==> src/rtl/alu_pkg.sv <==
// Shared ALU definitions: opcodes, status-flag bit positions and default widths.
package alu_pkg;

  localparam int unsigned DEFAULT_WIDTH = 64;
  localparam int unsigned DEFAULT_OPW   = 4;
  localparam int unsigned DEFAULT_CNTW  = 32;
  localparam int unsigned FLAGW         = 5;

  localparam logic [DEFAULT_OPW-1:0] OP_ADD   = 4'b0000;
  localparam logic [DEFAULT_OPW-1:0] OP_SUB   = 4'b0001;
  localparam logic [DEFAULT_OPW-1:0] OP_MUL   = 4'b0010;
  localparam logic [DEFAULT_OPW-1:0] OP_DIV   = 4'b0011;
  localparam logic [DEFAULT_OPW-1:0] OP_PASSB = 4'b0111;
  localparam logic [DEFAULT_OPW-1:0] OP_AND   = 4'b1000;
  localparam logic [DEFAULT_OPW-1:0] OP_OR    = 4'b1001;
  localparam logic [DEFAULT_OPW-1:0] OP_XOR   = 4'b1010;
  localparam logic [DEFAULT_OPW-1:0] OP_NOR   = 4'b1100;

  localparam int unsigned FLAG_Z  = 0;
  localparam int unsigned FLAG_N  = 1;
  localparam int unsigned FLAG_C  = 2;
  localparam int unsigned FLAG_V  = 3;
  localparam int unsigned FLAG_DZ = 4;

  typedef struct packed {
    logic [DEFAULT_WIDTH-1:0] result;
    logic [FLAGW-1:0]         flags;
  } entry_t;

  // Undefined opcodes execute as ADD in the ALU, so they flag as ADD here too.
  function automatic logic op_is_add(input logic [DEFAULT_OPW-1:0] op);
    logic add;
    add = 1'b1;
    case (op)
      OP_SUB, OP_MUL, OP_DIV, OP_PASSB, OP_AND, OP_OR, OP_XOR, OP_NOR: add = 1'b0;
      default: add = 1'b1;
    endcase
    return add;
  endfunction

endpackage

==> src/rtl/alu_result_stage_if.sv <==
// Generic valid/ready channel carrying a flat payload.
interface alu_result_stage_if #(
  parameter int unsigned DW = 69
) ();
  logic          valid;
  logic          ready;
  logic [DW-1:0] data;

  modport master (output valid, output data, input ready);
  modport slave  (input valid, input data, output ready);
endinterface

==> src/rtl/alu_skid_buffer.sv <==
// Two-entry FIFO-ordered valid/ready buffer with registered ready and head data.
module alu_skid_buffer #(
  parameter int unsigned DW = 69
) (
  input  logic                clk,
  input  logic                rst_n,
  alu_result_stage_if.slave   up,
  alu_result_stage_if.master  dn
);

  logic [1:0]    count_q, count_d;
  logic [DW-1:0] head_q, head_d;
  logic [DW-1:0] tail_q, tail_d;
  logic          in_ready_q, in_ready_d;
  logic          out_valid_q, out_valid_d;
  logic          push_c, pop_c;

  assign push_c   = up.valid & in_ready_q;
  assign pop_c    = out_valid_q & dn.ready;
  assign up.ready = in_ready_q;
  assign dn.valid = out_valid_q;
  assign dn.data  = head_q;

  // A push lands in the head slot whenever the head is (or becomes) free.
  always_comb begin
    count_d = count_q + 2'(push_c) - 2'(pop_c);
    head_d  = head_q;
    tail_d  = tail_q;
    if (pop_c) begin
      head_d = tail_q;
    end
    if (push_c) begin
      if (count_q == 2'd0 || (count_q == 2'd1 && pop_c)) begin
        head_d = up.data;
      end else begin
        tail_d = up.data;
      end
    end
    in_ready_d  = (count_d != 2'd2);
    out_valid_d = (count_d != 2'd0);
  end

  always_ff @(posedge clk) begin
    if (!rst_n) begin
      count_q     <= 2'd0;
      head_q      <= '0;
      tail_q      <= '0;
      in_ready_q  <= 1'b1;
      out_valid_q <= 1'b0;
    end else begin
      count_q     <= count_d;
      head_q      <= head_d;
      tail_q      <= tail_d;
      in_ready_q  <= in_ready_d;
      out_valid_q <= out_valid_d;
    end
  end

endmodule

==> src/rtl/alu_result_stage.sv <==
// Registered stage after the ALU: derives status flags, buffers results two deep,
// counts retired entries and tracks a sticky divide-by-zero indication.
module alu_result_stage
  import alu_pkg::*;
#(
  parameter int unsigned WIDTH = DEFAULT_WIDTH,
  parameter int unsigned OPW   = DEFAULT_OPW,
  parameter int unsigned CNTW  = DEFAULT_CNTW
) (
  input  logic             clk,
  input  logic             rst_n,
  input  logic             in_valid,
  output logic             in_ready,
  input  logic [OPW-1:0]   in_op,
  input  logic [WIDTH-1:0] in_a,
  input  logic [WIDTH-1:0] in_b,
  input  logic [WIDTH-1:0] in_result,
  input  logic             in_carry,
  output logic             out_valid,
  input  logic             out_ready,
  output logic [WIDTH-1:0] out_result,
  output logic [FLAGW-1:0] out_flags,
  output logic [CNTW-1:0]  retire_count,
  output logic             div0_sticky,
  input  logic             clr_sticky
);

  localparam int unsigned PW  = WIDTH + FLAGW;
  localparam int unsigned MSB = WIDTH - 1;

  logic             is_add_c, is_sub_c, is_div_c, dz_c;
  logic [WIDTH-1:0] result_c;
  logic [FLAGW-1:0] flags_c;
  logic             push_c, pop_c;
  logic [CNTW-1:0]  retire_count_q, retire_count_d;
  logic             div0_sticky_q, div0_sticky_d;

  alu_result_stage_if #(.DW(PW)) up_ch ();
  alu_result_stage_if #(.DW(PW)) dn_ch ();

  // Flags are evaluated on the raw ALU outputs and stored with the entry.
  always_comb begin
    is_add_c = op_is_add(in_op);
    is_sub_c = (in_op == OP_SUB);
    is_div_c = (in_op == OP_DIV);
    dz_c     = is_div_c && (in_b == '0);
    result_c = dz_c ? '1 : in_result;
    flags_c  = '0;
    flags_c[FLAG_DZ] = dz_c;
    flags_c[FLAG_Z]  = (result_c == '0);
    flags_c[FLAG_N]  = result_c[MSB];
    if (is_add_c) begin
      flags_c[FLAG_C] = in_carry;
      flags_c[FLAG_V] = (in_a[MSB] == in_b[MSB]) && (in_result[MSB] != in_a[MSB]);
    end else if (is_sub_c) begin
      flags_c[FLAG_C] = (in_a < in_b);
      flags_c[FLAG_V] = (in_a[MSB] != in_b[MSB]) && (in_result[MSB] != in_a[MSB]);
    end
  end

  assign up_ch.valid = in_valid;
  assign up_ch.data  = {result_c, flags_c};
  assign in_ready    = up_ch.ready;
  assign dn_ch.ready = out_ready;
  assign out_valid   = dn_ch.valid;
  assign out_result  = dn_ch.data[PW-1:FLAGW];
  assign out_flags   = dn_ch.data[FLAGW-1:0];

  alu_skid_buffer #(.DW(PW)) u_skid (
    .clk   (clk),
    .rst_n (rst_n),
    .up    (up_ch.slave),
    .dn    (dn_ch.master)
  );

  assign push_c = in_valid & in_ready;
  assign pop_c  = out_valid & out_ready;

  // Saturating retire counter; a DZ push beats a same-cycle clear.
  always_comb begin
    retire_count_d = retire_count_q;
    if (pop_c && (retire_count_q != '1)) begin
      retire_count_d = retire_count_q + CNTW'(1);
    end
    div0_sticky_d = div0_sticky_q;
    if (clr_sticky) begin
      div0_sticky_d = 1'b0;
    end
    if (push_c && dz_c) begin
      div0_sticky_d = 1'b1;
    end
  end

  always_ff @(posedge clk) begin
    if (!rst_n) begin
      retire_count_q <= '0;
      div0_sticky_q  <= 1'b0;
    end else begin
      retire_count_q <= retire_count_d;
      div0_sticky_q  <= div0_sticky_d;
    end
  end

  assign retire_count = retire_count_q;
  assign div0_sticky  = div0_sticky_q;

endmodule

==> config.mk <==
export PLATFORM = sky130hd
export DESIGN_NAME = alu_result_stage
export DESIGN_NICKNAME = d
export VERILOG_FILES = /design/src/rtl/alu_pkg.sv /design/src/rtl/alu_result_stage_if.sv /design/src/rtl/alu_skid_buffer.sv /design/src/rtl/alu_result_stage.sv
export SDC_FILE = /design/constraint.sdc
export NUM_CORES = 1
export LEC_CHECK = 0
export BUFFER_PORTS_ARGS = -buffer_cell sky130_fd_sc_hd__buf_2
export CAP_MARGIN = 20
export CORE_MARGIN = 5
export CORE_UTILIZATION = 56
export DETAILED_ROUTE_END_ITERATION = 10
export HOLD_SLACK_MARGIN = 0.05
export PLACE_DENSITY = 0.87
export RECOVER_POWER = 50
export SYNTH_ARGS = -nofsm -noshare
export SYNTH_HDL_FRONTEND = slang
export SYNTH_SLANG_ARGS = --single-unit
==> constraint.sdc <==
create_clock -name clk -period 3.1 [get_ports clk]
set_clock_uncertainty 0.1 [all_clocks]
set_input_delay 0.465 -clock clk [delete_from_list [all_inputs] [get_ports clk]]
set_output_delay 0.465 -clock clk [all_outputs]
set_load 0.05 [all_outputs]
======== After elaboration in Yosys (flattened, before gate mapping) ========
Memory sizes are Yosys's and may differ from the RTL's.
Index checks and enable logic that the tools add are counted.
storage, ports and cells
  logic and storage cells ................. 44
  register bits after elaboration ......... 175
  input port bits ......................... 202
  memories ................................ 1
  memory bits (read-only) ................. 16
  output and inout bits ................... 104
cells by class
  order comparisons ....................... 1
  muxes and demuxes ....................... 8
  reduce and logical (&&, ||, !) cells .... 13
  bitwise logic cells ..................... 3
  add/subtract/negate cells ............... 3
  eq/ne operators ......................... 8
memory list
  memory            words  width  rd ports  clocked after Yosys merged registers in  wr ports  line           source
  (name not given)  16     1      1         0                                        0         alu_pkg.sv:34  case (op)
operators with widths
  cell                                                              number
  69-bit 2-to-1 mux                                                 3
  64-bit logical NOT                                                2
  64-bit < comparator                                               1
  64-bit 2-to-1 mux                                                 1
  32-bit by 1-bit adder with 32-bit output (second input constant)  1
  32-bit != test (second input constant)                            1
  1-bit logical AND                                                 6
  4-bit by 1-bit == test with 1-bit output (second input constant)  1
  4-bit by 2-bit == test with 1-bit output (second input constant)  1
  2-bit 2-to-1 mux                                                  2
  2-bit nonzero test                                                2
  2-bit by 1-bit adder with 2-bit output                            1
  1-bit bitwise AND                                                 2
  2-bit by 1-bit == test with 1-bit output (second input constant)  1
  2-bit logical NOT                                                 1
  1-bit 2-to-1 mux                                                  2
  1-bit != test                                                     2
  2-bit != test (second input constant)                             1
  2-bit AND reduction                                               1
  2-bit by 1-bit subtractor with 2-bit output                       1
  1-bit == test                                                     1
  1-bit logical OR                                                  1
  1-bit inverter                                                    1

======== Depth between registers and ports, before layout ========
  depth in word-level cells ............... 6
  depth in mapped cells ................... 9
  gate-level depth less buffers ........... 8

======== Hierarchy ========
Synthesis repeated with hierarchy kept, for this count alone.
unflattened totals
  cells, all modules ...................... 1172
  area, all modules ....................... 10074.7 µm²
modules (own cells, without submodules)
  module            area each (µm²)  cells an instance  times used  seq. area each (µm²)
  alu_skid_buffer   6098.3           641                1           2842.7
  alu_result_stage  3976.3           531                1           660.6

======== Worst setup path before layout ========
OpenSTA, ideal clock, no wires.
  kind .................................... reg2reg
  from .................................... register retire_count_q[23], in the netlist retire_count[23]
  to ...................................... register retire_count_q[10], in the netlist retire_count[10]
  clock period less this slack ............ 2.408 ns
  stages on the path, launching flop included .. 7
  path slack .............................. 0.692 ns
  buffers on the path ..................... 0
  arrival ................................. 2.180 ns
  library setup time ...................... 0.128 ns
  required time ........................... 2.872 ns
  cells stage by stage .................... dfxtp_1 and4_4 nand4_4 or4_4 o211ai_1 xor2_1 nor2_1
between the ends
  word-level cells in the longest chain between the ends .. 2
ends and longest elaborated chain
  element                 line                    source
  from (decl)             alu_result_stage.sv:35  logic [CNTW-1:0] retire_count_q, retire_count_d;
  from (signal assigned)  alu_result_stage.sv:99  retire_count_q <= retire_count_d;
  32-bit != test          alu_result_stage.sv:82  if (pop_c && (retire_count_q != '1)) begin
  1-bit logical AND       alu_result_stage.sv:82
No other way between the ends.
A chain may end at the register's enable or synchronous reset.

======== Worst setup path after layout ========
  from .................................... register retire_count_q[12], in the netlist retire_count[12]
  to ...................................... register retire_count_q[7], in the netlist retire_count[7]
The elaborated chain is that of the path after synthesis.

==> results by group <==
Yosys
  – Number of synthesized flops with an enable pin: 0
  – Syn_nets: 1454
  – Commonest cells post-synth: dfxtp_1, nand2_1, nor3_1
  – Synthesis-stage register bit count: 174
  – Synth Instances: 1186
  – Syn Area/Cell: 8.013 um2
  – Synth top area cells: dfxtp_1, ha_1, nor3_1
  – Async SR Flop Fraction: 0
  – Post-synth top flop: dfxtp_1
  – Sequential element share of the synthesized area: 0.3666
  – Synth Cell Area: 0.009503 mm2
  – Count leader, synth: dfxtp_1
  – Count of different cell masters after synthesis: 61
  – Yosys top cell area share: 0.3666
  – YS warnings: 0
  – Yosys top cell by area: dfxtp_1

Drt
  – Post-route ant nets: 0
  – Total routed wirelength: 30.17 mm
  – Vias: 10010
  – Vias per cell: 5.959
  – DRT Pass-1 Iters: 5
  – # DRC: 0
  – Iter 0 DRT Violations: 841
  – Wire length per cell: 17.97 um

Timing
  – Max Slew Vio Count: 0
  – Fin crit share: 0.8218
  – Worst hold margin: 0.2186 ns
  – RSZ-0062 raised after global routing: false
  – Setup TNS: 0 ns
  – Fin. Hold Viols: 0
  – F_max: 392.5 MHz
  – Worst setup margin: 0.5525 ns
  – Slew margin rel.: 0.4228
  – Worst Max-Slew Pin Slew: 0.8587 ns
  – Min Clock Period, post-route: 2.548 ns
  – Setup violators final: 0

Job
  – Max_cap viols: 0

Power and ir drop
  – PwrDens: 820.8 mW/mm2
  – Internal cell power: 5.269 mW
  – Clk pwr share: 0.226
  – LEAKAGE: 4.959 nW
  – Sw Pwr: 4.183 mW
  – Peak VDD IR: 0.0006103 V
  – Seq pwr share: 0.347
  – Logic gate share of total power: 0.427
  – Net Sw Frac: 0.4426
  – Total power: 9.453 mW

Die
  – # IOs: 306
  – Die W: 140.3 um
  – Rows: 47
  – Initial core utilization: 0.5710
  – Die ar.: 0.01967 mm2
  – CORE AREA: 0.01664 mm2
  – Die Y: 140.3 um

Setup path
  – Critical Path RT: 3.30 ns
  – CP Launch Type: flop
  – CP endpoint kind: flop
  – Crit Path Max Fanout: 9
  – WP data arrival: 2.74 ns
  – Crit path kind: flop to flop

Clock network
  – CTS clock-pin slew for the worst setup and hold paths: 0.07 ns
  – Latest clock arrival within the worst-skew pair: 0.43 ns
  – Number of clock sinks: 174
  – Hold Buf Count CTS: 0
  – CTS Root Cell: clkbuf_16
  – CTS tree: yes
  – Post-CTS setup buffer count: 0
  – Max clock buf depth: 2
  – Number of CTS-inserted buffers: 17
  – Htree depth: 4
  – PostCTS Resize Cnt: 0

Placed design
  – Port bufs: 305
  – Placed Cells: 1645
  – Area post-placement: 0.01112 mm2
  – GPL Wtd Cong: 1.006
  – Post-DP HPWL: 21.74 mm
  – Pre-CTS WS: 0.2142 ns

Status
  – Outcome: complete, no violations

Layout
  – Final Core Density: 0.6920
  – Synthesis-to-finish area growth: 21.18%
  – Share of layout cells above drive strength 1: 0.1846
  – Fillers: 1443
  – Final design instance area without fill: 0.01152 mm2
  – Layout Cells excl Fill: 1679
  – Fin nets: 1712

Global routing
  – Total GRT Usage: 0.2955
  – Initial antenna violation count: 2
  – Vias in the first global route: 9472
  – Total grt overflow: 0
  – First-pass GRT wire length: 48.17 mm
  – Largest net degree at the start of global routing: 70

Hold path
  – Hold crit path type: primary input to flop
## worst max-delay path, cell delays in order (launching register included)
cell and delay (ns):
dfxtp_1 0.46, and4_1 0.34, nand4_4 0.17, nor4_2 0.80, a2111oi_0 0.28, xnor2_1 0.21, nor2_1 0.05
## cell type report
cell class	instances	area [um2]	area share
timing repair buffer	321	1577	0.1369
sequential	174	3483	0.3025
tap	220	275.3	0.02390
antenna	2	5.005	0.0004346
clock inverter	12	133.9	0.01163
clock buffer	20	456.7	0.03966
inverter	75	282.8	0.02455
multi-input combinational	855	5303	0.4605
## registers in the layout, indices dropped and copies added (netlist names)
| register | count |
|---|---|
| retire_count | 32 |
| div0_sticky | 1 |
| u_skid.dn.data | 69 |
| u_skid.count_q | 2 |
| u_skid.up.ready | 1 |
| u_skid.dn.valid | 1 |
| u_skid.tail_q | 68 |
## power by group through the flow
| stage | Combinational (mW) | Sequential, mW | Clock [mW] |
|---|---|---|---|
| finish | 4.03 | 3.28 | 2.14 |
| global route | 4.40 | 3.36 | 2.26 |
| CTS | 4.16 | 3.26 | 2.16 |
| detailed placement | 4.12 | 3.30 | 0 |
| global placement | 4.03 | 3.28 | 0 |
| floorplan | 1.83 | 4.52 | 0 |
## cell families (layout without fill, tap and decap cells)
logic type,Yosys count,count (layout),share of synthesized area
other cells,0,2,0
buf+inv,157,428,0.07215
fa+ha+maj,66,66,0.08690
simple gates,598,598,0.3103
flops,174,174,0.3666
compound gates,158,158,0.1332
xor+xnor,31,31,0.02857
mux,2,2,0.002238
## worst paths after layout
check / startpoint / endpoint / slack, ns / cells after the start
hold reg to reg: u_skid.tail_q[4]$_SDFFE_PN0P_ / u_skid.tail_q[4]$_SDFFE_PN0P_ / 0.36 / 2
setup / recovery: retire_count[12]$_SDFFE_PN0P_ / retire_count[7]$_SDFFE_PN0P_ / 0.55 / 6
setup reg to reg: retire_count[12]$_SDFFE_PN0P_ / retire_count[7]$_SDFFE_PN0P_ / 0.55 / 6
hold / removal: in_result[17] / u_skid.dn.data[22]$_SDFF_PN0_ / 0.22 / 2
## layout by cell type, fill, tap and decap left out, types with 3 or more instances in the layout
cell	count
clkbuf_1	105
a2111oi_0	5
inv_1	73
and2_1	4
clkbuf_16	17
a211oi_1	10
nor4_2	3
dfxtp_1	174
nor4_1	38
inv_6	3
nand2_1	160
a21o_1	10
buf_2	201
buf_12	5
nor3_1	135
nor2b_1	4
nand4_1	29
nand3_1	84
o31ai_1	3
nand2b_1	4
o21ai_0	10
o311a_1	62
or2_2	3
xnor2_1	23
and4_1	8
a21oi_1	34
and3_1	6
nor2_1	102
ha_1	66
o211ai_1	4
clkinv_2	4
xor2_1	8
a311oi_1	4
buf_4	9
## metal layers
metal  routed length, um  vias to the layer above  global-route usage
met5                   7                        -                   0
met3                2474                       58             0.06101
met4                 782                        2             0.09026
li1                    -                     4783                   -
met2               14100                      473              0.4642
met1               12800                     4689              0.4100
No activity file was read; power rests on OpenSTA's default activity.
